### src/rtl/iecdrv_sd_pkg.sv
// ----------------------------------------------------------------------------
// iecdrv_sd_pkg
// Shared types, widths and the round-robin pick function for the SD
// block-request arbiter. The same pick function is reused by other
// arbiters in this codebase.
//
// Contents:
//   arb_state_t  IDLE / REQ / XFER / RELEASE
//   LBA_W, BLK_W, ADDR_W, MAX_DRIVES
//   rr_pick()    first set bit of pending at or after ptr, modulo num
// ----------------------------------------------------------------------------
package iecdrv_sd_pkg;

   typedef enum logic [1:0] {
      IDLE    = 2'd0,
      REQ     = 2'd1,
      XFER    = 2'd2,
      RELEASE = 2'd3
   } arb_state_t;

   localparam int LBA_W      = 32;
   localparam int BLK_W      = 6;
   localparam int ADDR_W     = 14;
   localparam int MAX_DRIVES = 4;

   // Searches pending starting at ptr and wrapping at num (1..4).
   // ptr < num and k < num, so a single conditional subtraction is a
   // complete modulo. Returns ptr when nothing is pending.
   function automatic logic [1:0] rr_pick(input logic [3:0] pending,
                                          input logic [1:0] ptr,
                                          input logic [2:0] num);
      logic [2:0] idx;
      logic       found;
      rr_pick = ptr;
      found   = 1'b0;
      for (int k = 0; k < MAX_DRIVES; k++) begin
         idx = {1'b0, ptr} + 3'(k);
         if (idx >= num) idx = idx - num;
         if (!found && (3'(k) < num) && pending[idx[1:0]]) begin
            rr_pick = idx[1:0];
            found   = 1'b1;
         end
      end
   endfunction

endpackage

### src/rtl/iecdrv_rr_pick.sv
// ----------------------------------------------------------------------------
// iecdrv_rr_pick
// Combinational round-robin priority picker for up to four requesters.
//
// Ports:
//   pending  in  N  request vector
//   ptr      in  2  round-robin start position (must be < N)
//   any      out 1  at least one request pending
//   pick     out 2  index of the first pending request at or after ptr
// ----------------------------------------------------------------------------
module iecdrv_rr_pick
   import iecdrv_sd_pkg::*;
#(
   parameter int N = 4
) (
   input  logic [N-1:0] pending,
   input  logic [1:0]   ptr,
   output logic         any,
   output logic [1:0]   pick
);

   logic [MAX_DRIVES-1:0] pend_ext;

   // Requesters at or above N do not exist; their slots are tied to zero.
   // NOTE: every signal driven in always_comb gets a default first so no
   // path through the block can leave it unassigned and infer a latch.
   always_comb begin
      pend_ext          = '0;
      pend_ext[N-1:0]   = pending;
   end

   assign any  = |pending;
   assign pick = rr_pick(pend_ext, ptr, 3'(N));

endmodule

### src/rtl/iecdrv_sd_arbiter.sv
// ----------------------------------------------------------------------------
// iecdrv_sd_arbiter
// Multiplexes the SD block-request interfaces of up to four drive instances
// onto the single host SD port. Round-robin grant, held for the whole host
// transaction; ack and read-back strobes reach only the granted drive.
//
// Optional feature (macro IECDRV_SD_ARB_TIMEOUT_EN): host-ack watchdog in
// REQ; adds ports timeout_o and err_cnt.
//
// Ports:
//   clk, reset_n                 clock, asynchronous active-low reset
//   drv_lba/blk_cnt/rd/wr        per-drive request (drive i in slice i)
//   drv_ack                      per-drive ack, only granted bit can be high
//   drv_buff_din                 per-drive write data toward the host
//   drv_buff_addr/dout/wr        broadcast buffer address/data/strobe
//   host_lba/blk_cnt/rd/wr       granted request toward the host
//   host_ack                     host transfer acknowledge
//   host_buff_addr/dout/wr       host buffer address/data/strobe
//   host_buff_din                write data from the granted drive
//   host_drive                   index of the granted drive
//   busy                         FSM not in IDLE
//   timeout_o, err_cnt           (optional) watchdog pulse, saturating count
// ----------------------------------------------------------------------------
module iecdrv_sd_arbiter
   import iecdrv_sd_pkg::*;
#(
   parameter int          NUM_DRIVES  = 4,
   parameter logic [23:0] TIMEOUT_CYC = 24'd16_000_000
) (
   input  logic                        clk,
   input  logic                        reset_n,
   input  logic [LBA_W*NUM_DRIVES-1:0] drv_lba,
   input  logic [BLK_W*NUM_DRIVES-1:0] drv_blk_cnt,
   input  logic [NUM_DRIVES-1:0]       drv_rd,
   input  logic [NUM_DRIVES-1:0]       drv_wr,
   output logic [NUM_DRIVES-1:0]       drv_ack,
   input  logic [8*NUM_DRIVES-1:0]     drv_buff_din,
   output logic [ADDR_W-1:0]           drv_buff_addr,
   output logic [7:0]                  drv_buff_dout,
   output logic                        drv_buff_wr,
   output logic [LBA_W-1:0]            host_lba,
   output logic [BLK_W-1:0]            host_blk_cnt,
   output logic                        host_rd,
   output logic                        host_wr,
   input  logic                        host_ack,
   input  logic [ADDR_W-1:0]           host_buff_addr,
   input  logic [7:0]                  host_buff_dout,
   output logic [7:0]                  host_buff_din,
   input  logic                        host_buff_wr,
   output logic [1:0]                  host_drive,
   output logic                        busy
`ifdef IECDRV_SD_ARB_TIMEOUT_EN
   ,
   output logic                        timeout_o,
   output logic [7:0]                  err_cnt
`endif
);

   localparam logic [1:0] LAST = 2'(NUM_DRIVES - 1);

   arb_state_t         state, state_nxt;
   logic [1:0]         grant, rr_ptr, pick, next_ptr;
   logic               any_pend;
   logic [LBA_W-1:0]   lba_q, pick_lba;
   logic [BLK_W-1:0]   blk_q, pick_blk;
   logic               wr_q, pick_wr;
   logic               grant_req;
   logic [7:0]         grant_din;
   logic               to_hit;
   logic               release_ok;

   iecdrv_rr_pick #(.N(NUM_DRIVES)) u_pick (
      .pending (drv_rd | drv_wr),
      .ptr     (rr_ptr),
      .any     (any_pend),
      .pick    (pick)
   );

   // Slice muxes for the candidate (pick) and the current owner (grant).
   always_comb begin
      pick_lba  = '0;
      pick_blk  = '0;
      pick_wr   = 1'b0;
      grant_req = 1'b0;
      grant_din = '0;
      for (int i = 0; i < NUM_DRIVES; i++) begin
         if (pick == 2'(i)) begin
            pick_lba = drv_lba[i*LBA_W +: LBA_W];
            pick_blk = drv_blk_cnt[i*BLK_W +: BLK_W];
            pick_wr  = drv_wr[i];   // write wins when rd and wr are both set
         end
         if (grant == 2'(i)) begin
            grant_req = drv_rd[i] | drv_wr[i];
            grant_din = drv_buff_din[i*8 +: 8];
         end
      end
   end

   assign next_ptr = (grant == LAST) ? 2'd0 : grant + 2'd1;

`ifdef IECDRV_SD_ARB_TIMEOUT_EN
   logic [23:0] to_cnt;
   logic        to_rel;   // RELEASE entered by timeout: do not wait for drop

   // Host ack in the same cycle takes precedence over the watchdog.
   assign to_hit     = (state == REQ) && !host_ack && (to_cnt == TIMEOUT_CYC - 24'd1);
   assign timeout_o  = to_hit;
   assign release_ok = !grant_req || to_rel;

   always_ff @(posedge clk or negedge reset_n) begin
      if (!reset_n) begin
         to_cnt  <= '0;
         to_rel  <= 1'b0;
         err_cnt <= '0;
      end else begin
         if (state != REQ)
            to_cnt <= '0;
         else if (to_cnt != TIMEOUT_CYC - 24'd1)
            to_cnt <= to_cnt + 24'd1;
         if (to_hit) begin
            to_rel <= 1'b1;
            if (err_cnt != 8'hFF) err_cnt <= err_cnt + 8'd1;
         end else if (state == IDLE) begin
            to_rel <= 1'b0;
         end
      end
   end
`else
   assign to_hit     = 1'b0;
   assign release_ok = !grant_req;
`endif

   always_comb begin
      state_nxt = state;
      unique case (state)
         IDLE:    if (any_pend)    state_nxt = REQ;
         REQ:     if (host_ack)    state_nxt = XFER;
                  else if (to_hit) state_nxt = RELEASE;
         XFER:    if (!host_ack)   state_nxt = RELEASE;
         RELEASE: if (release_ok)  state_nxt = IDLE;
         default:                  state_nxt = IDLE;
      endcase
   end

   // NOTE: sequential state uses non-blocking assignments so every register
   // samples pre-edge values regardless of statement order.
   always_ff @(posedge clk or negedge reset_n) begin
      if (!reset_n) begin
         state  <= IDLE;
         grant  <= '0;
         rr_ptr <= '0;
         lba_q  <= '0;
         blk_q  <= '0;
         wr_q   <= 1'b0;
      end else begin
         state <= state_nxt;
         if (state == IDLE && any_pend) begin
            grant <= pick;
            lba_q <= pick_lba;
            blk_q <= pick_blk;
            wr_q  <= pick_wr;
         end
         // Advancing only after the owner drops its request keeps a held
         // request from being re-granted as a fresh transaction.
         if ((state == RELEASE && release_ok) || to_hit)
            rr_ptr <= next_ptr;
      end
   end

   assign host_rd      = (state == REQ) && !wr_q;
   assign host_wr      = (state == REQ) &&  wr_q;
   assign host_lba     = lba_q;
   assign host_blk_cnt = blk_q;
   assign host_drive   = grant;
   assign busy         = (state != IDLE);

   always_comb begin
      drv_ack = '0;
      for (int i = 0; i < NUM_DRIVES; i++)
         drv_ack[i] = (state == XFER) && (grant == 2'(i)) && host_ack;
   end

   assign host_buff_din = grant_din;
   assign drv_buff_addr = host_buff_addr;
   assign drv_buff_dout = host_buff_dout;
   assign drv_buff_wr   = host_buff_wr;

endmodule

### config.mk
export PLATFORM = sky130hd
export DESIGN_NAME = iecdrv_sd_arbiter
export DESIGN_NICKNAME = d
export VERILOG_FILES = /design/src/rtl/iecdrv_sd_pkg.sv /design/src/rtl/iecdrv_rr_pick.sv /design/src/rtl/iecdrv_sd_arbiter.sv
export SDC_FILE = /design/constraint.sdc
export NUM_CORES = 1
export LEC_CHECK = 0
export ABC_CLOCK_PERIOD_IN_PS = 2520
export CORE_UTILIZATION = 30
export DETAILED_ROUTE_END_ITERATION = 12
export PLACE_DENSITY = 0.79
export SLEW_MARGIN = 20
export SYNTH_ARGS = -nofsm -noshare
export SYNTH_HDL_FRONTEND = slang
export SYNTH_SLANG_ARGS = --single-unit
export TNS_END_PERCENT = 10
### constraint.sdc
create_clock -name clk -period 2.52 [get_ports clk]
set_input_delay 0.756 -clock clk [delete_from_list [all_inputs] [get_ports clk]]
set_output_delay 0.756 -clock clk [all_outputs]
set_load 0.02 [all_outputs]
After elaboration in Yosys (flattened, before gate mapping) --
Cells that the tools add are included.
Cells by class: mux-type cells 45, $lt $le $gt $ge 8, add/sub/neg operators 8, bitwise operators 5, reduce and logical (&&, ||, !) cells 26, equal/unequal tests 13
Operators with widths (number):
- 32-bit 2-to-1 mux | 4
- 8-bit 2-to-1 mux | 4
- 2-bit 2-to-1 mux | 13
- 6-bit 2-to-1 mux | 4
- 1-bit logical AND | 15
- 1-bit 2-to-1 mux | 15
- 2-bit equality test (second input constant) | 6
- 2-bit by 3-bit < comparator with 1-bit output (second input constant) | 4
- 3-bit greater-or-equal comparator (second input constant) | 3
- 1-bit binary-select mux with 2-bit select | 4
- 2-bit inequality test (second input constant) | 4
- 2-bit one-hot mux with 4 select lines | 1
- 2-bit by 1-bit subtractor with 2-bit output (second input constant) | 4
- 2-bit by 2-bit adder with 3-bit output (second input constant) | 2
- 2-bit by 1-bit equality test with 1-bit output (second input constant) | 3
- 2-bit zero test | 3
- 1-bit zero test | 5
- 1-bit bitwise OR | 4
- 4-bit bitwise OR | 1
- 4-bit AND reduction | 1
- 4-bit OR reduction | 1
- 2-bit by 1-bit adder with 3-bit output (second input constant) | 1
- 2-bit by 3-bit greater-or-equal comparator with 1-bit output (second input constant) | 1
- 2-bit by 1-bit adder with 2-bit output (second input constant) | 1
- 2-bit nonzero test | 1
Storage, ports and cells: bits in registers 45, input port bits 218

Logic depth before layout (Yosys ltp) --
Gate-level depths: netlist (run 1).
word-level depth 19, gate-level depth with buffers 8

By module --
Synthesis (run 1) repeated with hierarchy kept, for this count alone.
Second synthesis, totals: cell total of the unflattened synthesis 259, area, all modules 3387.0 um^2
Modules (own cells, without submodules):
- iecdrv_sd_arbiter | area each 3290.7 um^2, times used 1, sequential area each 1126.1 um^2, cells an instance 243
- iecdrv_rr_pick | area each 96.3 um^2, times used 1, sequential area each 0.0 um^2, cells an instance 16

Worst setup path after synthesis (run 1) --
Ideal clock, no wire load.
kind register -> output, from register grant[0], in the netlist host_drive[0], to output host_buff_din[6], arrival time 1860 ps, stages on the path, launching flop included 7, required time 1764 ps, setup slack -96 ps, buffers on the path 2, cells stage by stage dfrtp_1 -> inv_1 -> ha_1 -> clkbuf_1 -> clkbuf_1 -> a21oi_1 -> o21ai_0
Between the ends: longest elaborated chain between the ends 5, elaborated cells on any way between the ends 8
Ends and longest elaborated chain:
- start, declared | line iecdrv_sd_arbiter.sv:62 | logic [1:0] grant, rr_ptr, pick, next_ptr;
- start signal, assigned | line iecdrv_sd_arbiter.sv:158 | grant <= pick;
- 2-bit zero test | line iecdrv_sd_arbiter.sv:92 | if (grant == 2'(i)) begin
- 8-bit 2-to-1 mux (3 in series) | line iecdrv_sd_arbiter.sv:92
- 8-bit 2-to-1 mux (*) | line iecdrv_sd_arbiter.sv:92
- end, declared | line iecdrv_sd_arbiter.sv:48 | output logic [7:0] host_buff_din,
Mark *: on every way between the ends. The rest lies on a longest branch, timed or not.

Worst setup path after layout (run 1) --
from input drv_buff_din[10], to output host_buff_din[2]
Between the ends: longest elaborated chain between the ends 3
Ends and longest elaborated chain:
- start, declared | line iecdrv_sd_arbiter.sv:37 | input logic [8*NUM_DRIVES-1:0] drv_buff_din,
- 8-bit 2-to-1 mux (3 in series) | line iecdrv_sd_arbiter.sv:92
No other way between the ends.

==> impl_metrics.tcl, run 1 <==
set metrics [dict create \
    outcome "complete, but fails checks" \
    failed_checks "negative setup slack" \
    tns_ns -0.0412 \
    fin_ws_ns -0.0361 \
    cts_tree "done" \
    rr_endpoint "rr_ptr[1]" \
    grt_max_degree 27 \
    clock-sinks 45 \
    drv_cap 0 \
    io_pins 296 \
    fp.dieW_um 115 \
    via_per_inst 5.51 \
    wl_per_cell_um 19.6 \
    clk_pin_slew_ns 0.07 \
    syn_nets 678 \
    yosys_warnings 0 \
    grt_pass1_wl_um 25300 \
    dieArea_mm2 0.0132 \
    drt_wl_total_um 17100 \
    setup_violations 2 \
    diodes 0 \
    first_pass_iters 4 \
    r2r_cells 9 \
    relSlewSlack 0.616 \
    clk_path_buf_depth 2 \
    synthToLayoutAreaGrowth_pct 103 \
    drtIter0Drc 185 \
    finalCoreUtilization 0.635 \
    grt_pass1_vias 5105 \
    stdcell_count 875 \
    initial_utilization 0.313 \
    portBuffers 249 \
    cts_htree_levels 2 \
    rows 40 \
    crit_path_end_kind "output pin" \
    period_needed_ns 2.56 \
    r2r_start "host_drive[0]" \
    drv_slew 0 \
    grt_use_total 0.246 \
    dpl.hpwl_um 12100 \
    ys_seq_area_frac 0.294 \
    core_area_mm2 0.0122 \
    ant_nets 0 \
    dr_total_vias 4817 \
    final_hold_viol_count 0 \
    max_slew.worst_pin.slew_ns 0.576 \
    dpl_worst_slack_ns -0.777 \
    worst_hold_slack_ns 0.462 \
    path_max_fanout 1 \
    p_leak_uw 0.00299 \
    start_kind "input port" \
    clock_latency_ns 0.28 \
    worst_ep_arrival_time_ns 1.80 \
    hold_path.class "in -> async" \
    cts_made_buffers 5 \
    cp_data_required_time_ns 1.76 \
    p_per_area_mw_per_mm2 1120 \
    synth_area_mm2 0.00383 \
    reg2reg_slack_ns 0.35 \
    synth_cell_types 36 \
    place_congestion 0.832 \
    postSynthCellCount 452 \
    drive_gt1_frac 0.270 \
    crit_type "in -> out" \
    drcViolationCount 0 \
    dp.cells 854 \
    antenna_found_initial 0 \
    nets 934 \
    cts-root-buf "clkbuf_16" \
    rsz0062_at_grt "yes" \
    period_share 1.01 \
    vdd_ir_drop_max_mv 0.491 \
    chipHeight_um 115 \
    synth-seq-cells 45 \
    finClkSkew_ns 0.00646 \
    clock.fmax_ghz 0.391 \
    syn_area_per_cell_um2 8.46 \
    grt_overflow 0 \
]
[per-layer routing]
metal / vias up / wire length, um / global-route usage
li1: 2207 / - / -
met1: 2328 / 6230 / 0.254
met4: 0 / 588 / 0.118
met5: - / 0 / 0
met3: 56 / 1110 / 0.0490
met2: 226 / 9180 / 0.471
[power by group]
group | total, uW | switching, uW | internal [uW] | leakage (uW)
combinational | 6730 | 3570 | 3160 | 0.00242
sequential | 1350 | 250 | 1100 | 0.000497
clock | 629 | 274 | 355 | 0.0000655
[Yosys cell counts]
library cell | n | area, um^2
nor2_1 | 50 | 188
nand3b_1 | 2 | 15.0
or4_1 | 1 | 7.51
and3_1 | 4 | 25.0
nor2b_1 | 2 | 12.5
or2_2 | 1 | 6.26
buf_2 | 8 | 40.0
inv_1 | 47 | 176
o32ai_2 | 1 | 16.3
nor4_2 | 1 | 12.5
mux2_2 | 3 | 33.8
mux2i_1 | 41 | 410
ha_1 | 8 | 100
nand3_1 | 1 | 5.00
a211oi_2 | 1 | 12.5
nand2_1 | 12 | 45.0
a22oi_1 | 7 | 52.6
o21ai_0 | 11 | 55.1
a211oi_1 | 39 | 293
o2bb2ai_1 | 1 | 8.76
a32oi_1 | 1 | 8.76
buf_6 | 2 | 22.5
nor4_1 | 1 | 6.26
dfrtp_1 | 45 | 1130
a21oi_1 | 13 | 65.1
a2111oi_0 | 78 | 683
and2_1 | 2 | 12.5
buf_4 | 26 | 195
a221oi_1 | 1 | 8.76
or2_1 | 2 | 12.5
o21bai_1 | 1 | 7.51
a211o_1 | 1 | 8.76
a21o_1 | 1 | 7.51
clkbuf_1 | 35 | 131
a21oi_2 | 1 | 8.76
o22ai_1 | 1 | 6.26
[flip-flops by register name, indices dropped and copies added (netlist names)]
signal,count
wr_q,1
state,2
host_blk_cnt,6
host_drive,2
host_lba,32
rr_ptr,2
[cells by family (layout without fill, tap and decap cells)]
| family | count (synthesis) | after routing | synth area share |
|---|---|---|---|
| buf+inv | 118 | 373 | 0.148 |
| simple gates | 79 | 79 | 0.0909 |
| fa+ha+maj | 8 | 8 | 0.0262 |
| mux | 44 | 44 | 0.116 |
| compound gates | 158 | 158 | 0.325 |
| flops | 45 | 45 | 0.294 |
[critical path: stages]
cell and delay [ns]:
clkdlybuf4s50_1 0.45, a22oi_1 0.19, nor2_1 0.06, a21oi_1 0.11, o21ai_1 0.07, buf_4 0.16
[through the flow]
stage	total power (uW)	cell area, um^2
6_report	8710	7750
5_1_grt	9200	7750
2_1_floorplan	4140	3830
3_3_place_gp	6400	6730
4_1_cts	8240	7490
3_5_place_dp	6560	6730
[final cells by class]
type	count	area [um^2]
clock buffers	5	125
fillers	1027	4460
flip-flops and latches	45	1130
clock inverters	1	5.00
multi-input cells	289	2900
inverters	47	176
well taps	168	210
repair buffers	320	3210
[worst max path at each step]
stage                       endpoint             start
floorplan           host_buff_din[0]     host_drive[0]
global placement        host_lba[21]         drv_wr[2]
detailed placement      host_lba[18]         drv_wr[2]
CTS                 host_buff_din[2]  drv_buff_din[10]
global route        host_buff_din[1]     host_drive[0]
finish              host_buff_din[2]  drv_buff_din[10]
[timing repair]
| action | 4_1_cts | 5_1_grt |
|---|---|---|
| buffers inserted | 11 | 1 |
| hold buffers | 0 | 0 |
| endpoints found under the setup margin | 58 | 51 |
| cloned | 3 | 0 |
| gates resized for setup | 212 | 79 |
| pin swaps | 40 | 21 |
[cell usage in the layout (no fill, tap or decap), types with 5 or more instances in the layout]
cell type / synthesis / final
a2111oi_1: 0 / 16
mux2i_1: 41 / 37
buf_4: 26 / 54
inv_1: 47 / 45
nor2_1: 50 / 47
clkdlybuf4s50_1: 0 / 217
dfrtp_1: 45 / 45
nand2_1: 12 / 12
dlygate4sd2_1: 0 / 12
buf_6: 2 / 6
o21ai_1: 0 / 8
a21oi_1: 13 / 9
a211oi_1: 39 / 35
clkbuf_2: 0 / 7
a2111oi_2: 0 / 42
clkbuf_16: 0 / 5
a2111oi_0: 78 / 7
a2111oi_4: 0 / 13
buf_12: 0 / 13
(Power assumes the default switching activity.)
==> inputs of run 2 (changes only) <==
--- a/config.mk
+++ b/config.mk
@@ -5,6 +5,7 @@
 export SDC_FILE = /design/constraint.sdc
 export NUM_CORES = 1
 export LEC_CHECK = 0
+export ABC_AREA = 1
 export ABC_CLOCK_PERIOD_IN_PS = 2520
 export CORE_UTILIZATION = 30
 export DETAILED_ROUTE_END_ITERATION = 12
==> run 2 against run 1 <==
Effect of this change:
- the run now ends clean
- wire length is 15% lower
- utilization is 6.5 points lower
- first-iteration DRC count is 41% higher
- synthesized area is 0.46% higher
- cell area is 9.9% lower
- worst hold slack worse by 0.025 ns
- global-route usage is 2.8 points lower
- die area is 0.44% higher
- setup slack better by 0.037 ns
- sequential share of layout area is 1.6 points higher
- clock power is 3.5% higher
- final cell count is 16% higher
- critical path type unchanged
==> impl_metrics.tcl, run 2 <==
set metrics [dict create \
    outcome "complete, no violations" \
    p_per_area_mw_per_mm2 1380 \
    switchingPower_uw 4880 \
    diodes 0 \
    ant_nets 0 \
    drive_gt1_frac 0.137 \
    drcViolationCount 0 \
    place_congestion 0.819 \
    path_max_fanout 1 \
    synth_area_mm2 0.00384 \
    drtIter0Drc 261 \
    cts_tree "done" \
    routed-wl-met2_um 7340 \
    via_per_inst 4.83 \
    cts-root-buf "clkbuf_16" \
    cp_data_required_time_ns 1.76 \
    p_clk_frac 0.068 \
    synth_area_leader_cell "dfrtp_1" \
    fillers 1162 \
    reg2reg_slack_ns 0.21 \
    fp.dieW_um 115 \
    synth-seq-cells 45 \
    io_pins 296 \
    total_power_uw 9640 \
    intPower_uw 4750 \
    portBuffers 249 \
    synth-main-ff-cell "dfrtp_1" \
    final_hold_viol_count 0 \
    initial_utilization 0.313 \
    dr_total_vias 4926 \
    first_pass_iters 4 \
    dpl_worst_slack_ns -0.454 \
    grt_pass1_vias 4630 \
    p_seq_frac 0.138 \
    synth_commonest_cells "175 x nand2_1, 126 x nand3_1, 93 x nor2_1" \
    ys_seq_area_frac 0.293 \
    start_kind "input port" \
    synth.most_common_cell "nand2_1" \
    synth_cell_types 31 \
    dpl.hpwl_um 10900 \
    synth_area_leaders "dfrtp_1 29%, nand2_1 17%, nand3_1 16%, nor2_1 9.1%, buf_4 5.5%" \
    cts_made_buffers 5 \
    combPwrFrac 0.794 \
    grt_pass1_wl_um 22500 \
    clk_pin_slew_ns 0.06 \
    grt_overflow 0 \
    grt_max_degree 49 \
    r2r_start "rr_ptr[0]" \
    multi_input_area_mm2 0.00242 \
    finClkSkew_ns 0.00737 \
    async_flop_share 1.00 \
    drt_wl_total_um 14600 \
    cts_hold_buf 0 \
    period_share 1.00 \
    synthToLayoutAreaGrowth_pct 81.6 \
    antenna_found_initial 0 \
    period_needed_ns 2.52 \
    crit_path_end_kind "output pin" \
    vdd_ir_drop_max_mv 0.847 \
    seqCellArea_mm2 0.00113 \
    yosys_warnings 0 \
    p_leak_uw 0.00317 \
    drv_cap 0 \
    top_layer_used "met4" \
    hold_path.class "in -> async" \
    chipHeight_um 115 \
    core_area_mm2 0.0123 \
    fin_ws_ns 0.00113 \
    clock.fmax_ghz 0.397 \
    max_slew.worst_pin.slew_ns 0.489 \
    rsz0062_at_grt "yes" \
    relSlewSlack 0.674 \
    syn_area_per_cell_um2 6.31 \
    dr_wl_met3_um 1220 \
    clock-sinks 45 \
    postSynthCellCount 609 \
    crit_type "in -> out" \
    rows 40 \
    r2r_cells 15 \
    largest_reg_flops 32 \
    syn_nets 835 \
    dieArea_mm2 0.0133 \
    yosysTopAreaCellShare 0.293 \
    layout.cells.most_common_list "227 x clkdlybuf4s50_1, 159 x nand2_1, 121 x nand3_1" \
    rr_endpoint "host_blk_cnt[2]" \
    swShare 0.507 \
    finalCoreUtilization 0.569 \
    clock_latency_ns 0.29 \
    wl_met1_um 5770 \
    setup_violations 0 \
    synth_edf_count 0 \
    nets 1076 \
    clk_path_buf_depth 2 \
    wl_per_cell_um 14.3 \
    layout_commonest_cell "clkdlybuf4s50_1" \
    grt_use_total 0.218 \
    drv_slew 0 \
    worst_ep_arrival_time_ns 1.76 \
    cts_htree_levels 2 \
]
## run 2: changes by cell type in the layout (fill, tap and decap cells not counted), sizes merged, moves of 32 or more
cell,previous run,this run
a2111oi,78,0
a211oi,40,0
mux2i,41,0
nand2,12,178
nand3,1,129
nor2,50,99
o21ai,11,43
## run 2: final cells by class
cell class,instances,share of cell area
Clock buffer,7,0.0190
Sequential cell,45,0.161
Multi-Input combinational cell,482,0.346
Clock inverter,1,0.00108
Tap cell,168,0.0301
Inverter,17,0.0108
Timing Repair Buffer,299,0.432
## run 2: per-stage QoR
step	hold slack, ns	cells	instance area (um^2)	setup TNS, ns
3_3_place_gp	0.460	1000	6570	-19.39
3_5_place_dp	0.464	1000	6570	-20.95
2_1_floorplan	0.460	609	3850	-0.862
5_1_grt	0.454	1019	6980	-0.937
6_report	0.437	1019	6980	0
4_1_cts	0.450	1010	6760	-1.33
## run 2: worst max-delay path, cell delays in order
cell,delay [ns]
clkdlybuf4s50_1,0.51
a221oi_2,0.07
o31ai_1,0.22
buf_2,0.21
## run 2: power by group through the flow
stage | Clock, uW | Sequential, uW | Combinational, uW
floorplan | 0 | 1630 | 4220
global placement | 0 | 1310 | 7070
detailed placement | 0 | 1320 | 7150
CTS | 674 | 1320 | 7310
global route | 704 | 1380 | 8420
finish | 651 | 1330 | 7650
## run 2: kinds of logic (layout without fill, tap and decap cells)
family	after synthesis	count (layout)	share of synthesized area
compound gates	65	65	0.101
fa+ha+maj	8	8	0.0260
buf+inv	82	324	0.124
flops	45	45	0.293
simple gates	409	409	0.455
## run 2: timing repair
action / CTS / global route
setup endpoints to repair: 51 / 53
pin swaps: 12 / 18
gates cloned: 1 / 0
gates resized for setup: 70 / 47
setup buffers: 1 / 9
## run 2: worst max-delay path by stage
stage | end | from | depth (start not counted)
finish | host_buff_din[6] | drv_buff_din[6] | 4
detailed placement | host_blk_cnt[2] | drv_wr[1] | 16
CTS | wr_q | drv_wr[0] | 16
global route | host_buff_din[6] | host_drive[0] | 8
floorplan | host_buff_din[1] | host_drive[1] | 8
global placement | host_blk_cnt[2] | drv_wr[3] | 16
## run 2: routing by layer
layer / GRT usage / vias up
met1: 0.247 / 2242
met3: 0.0622 / 20
met4: 0.0684 / 0
met2: 0.393 / 194
met5: 0 / -
li1: - / 2470
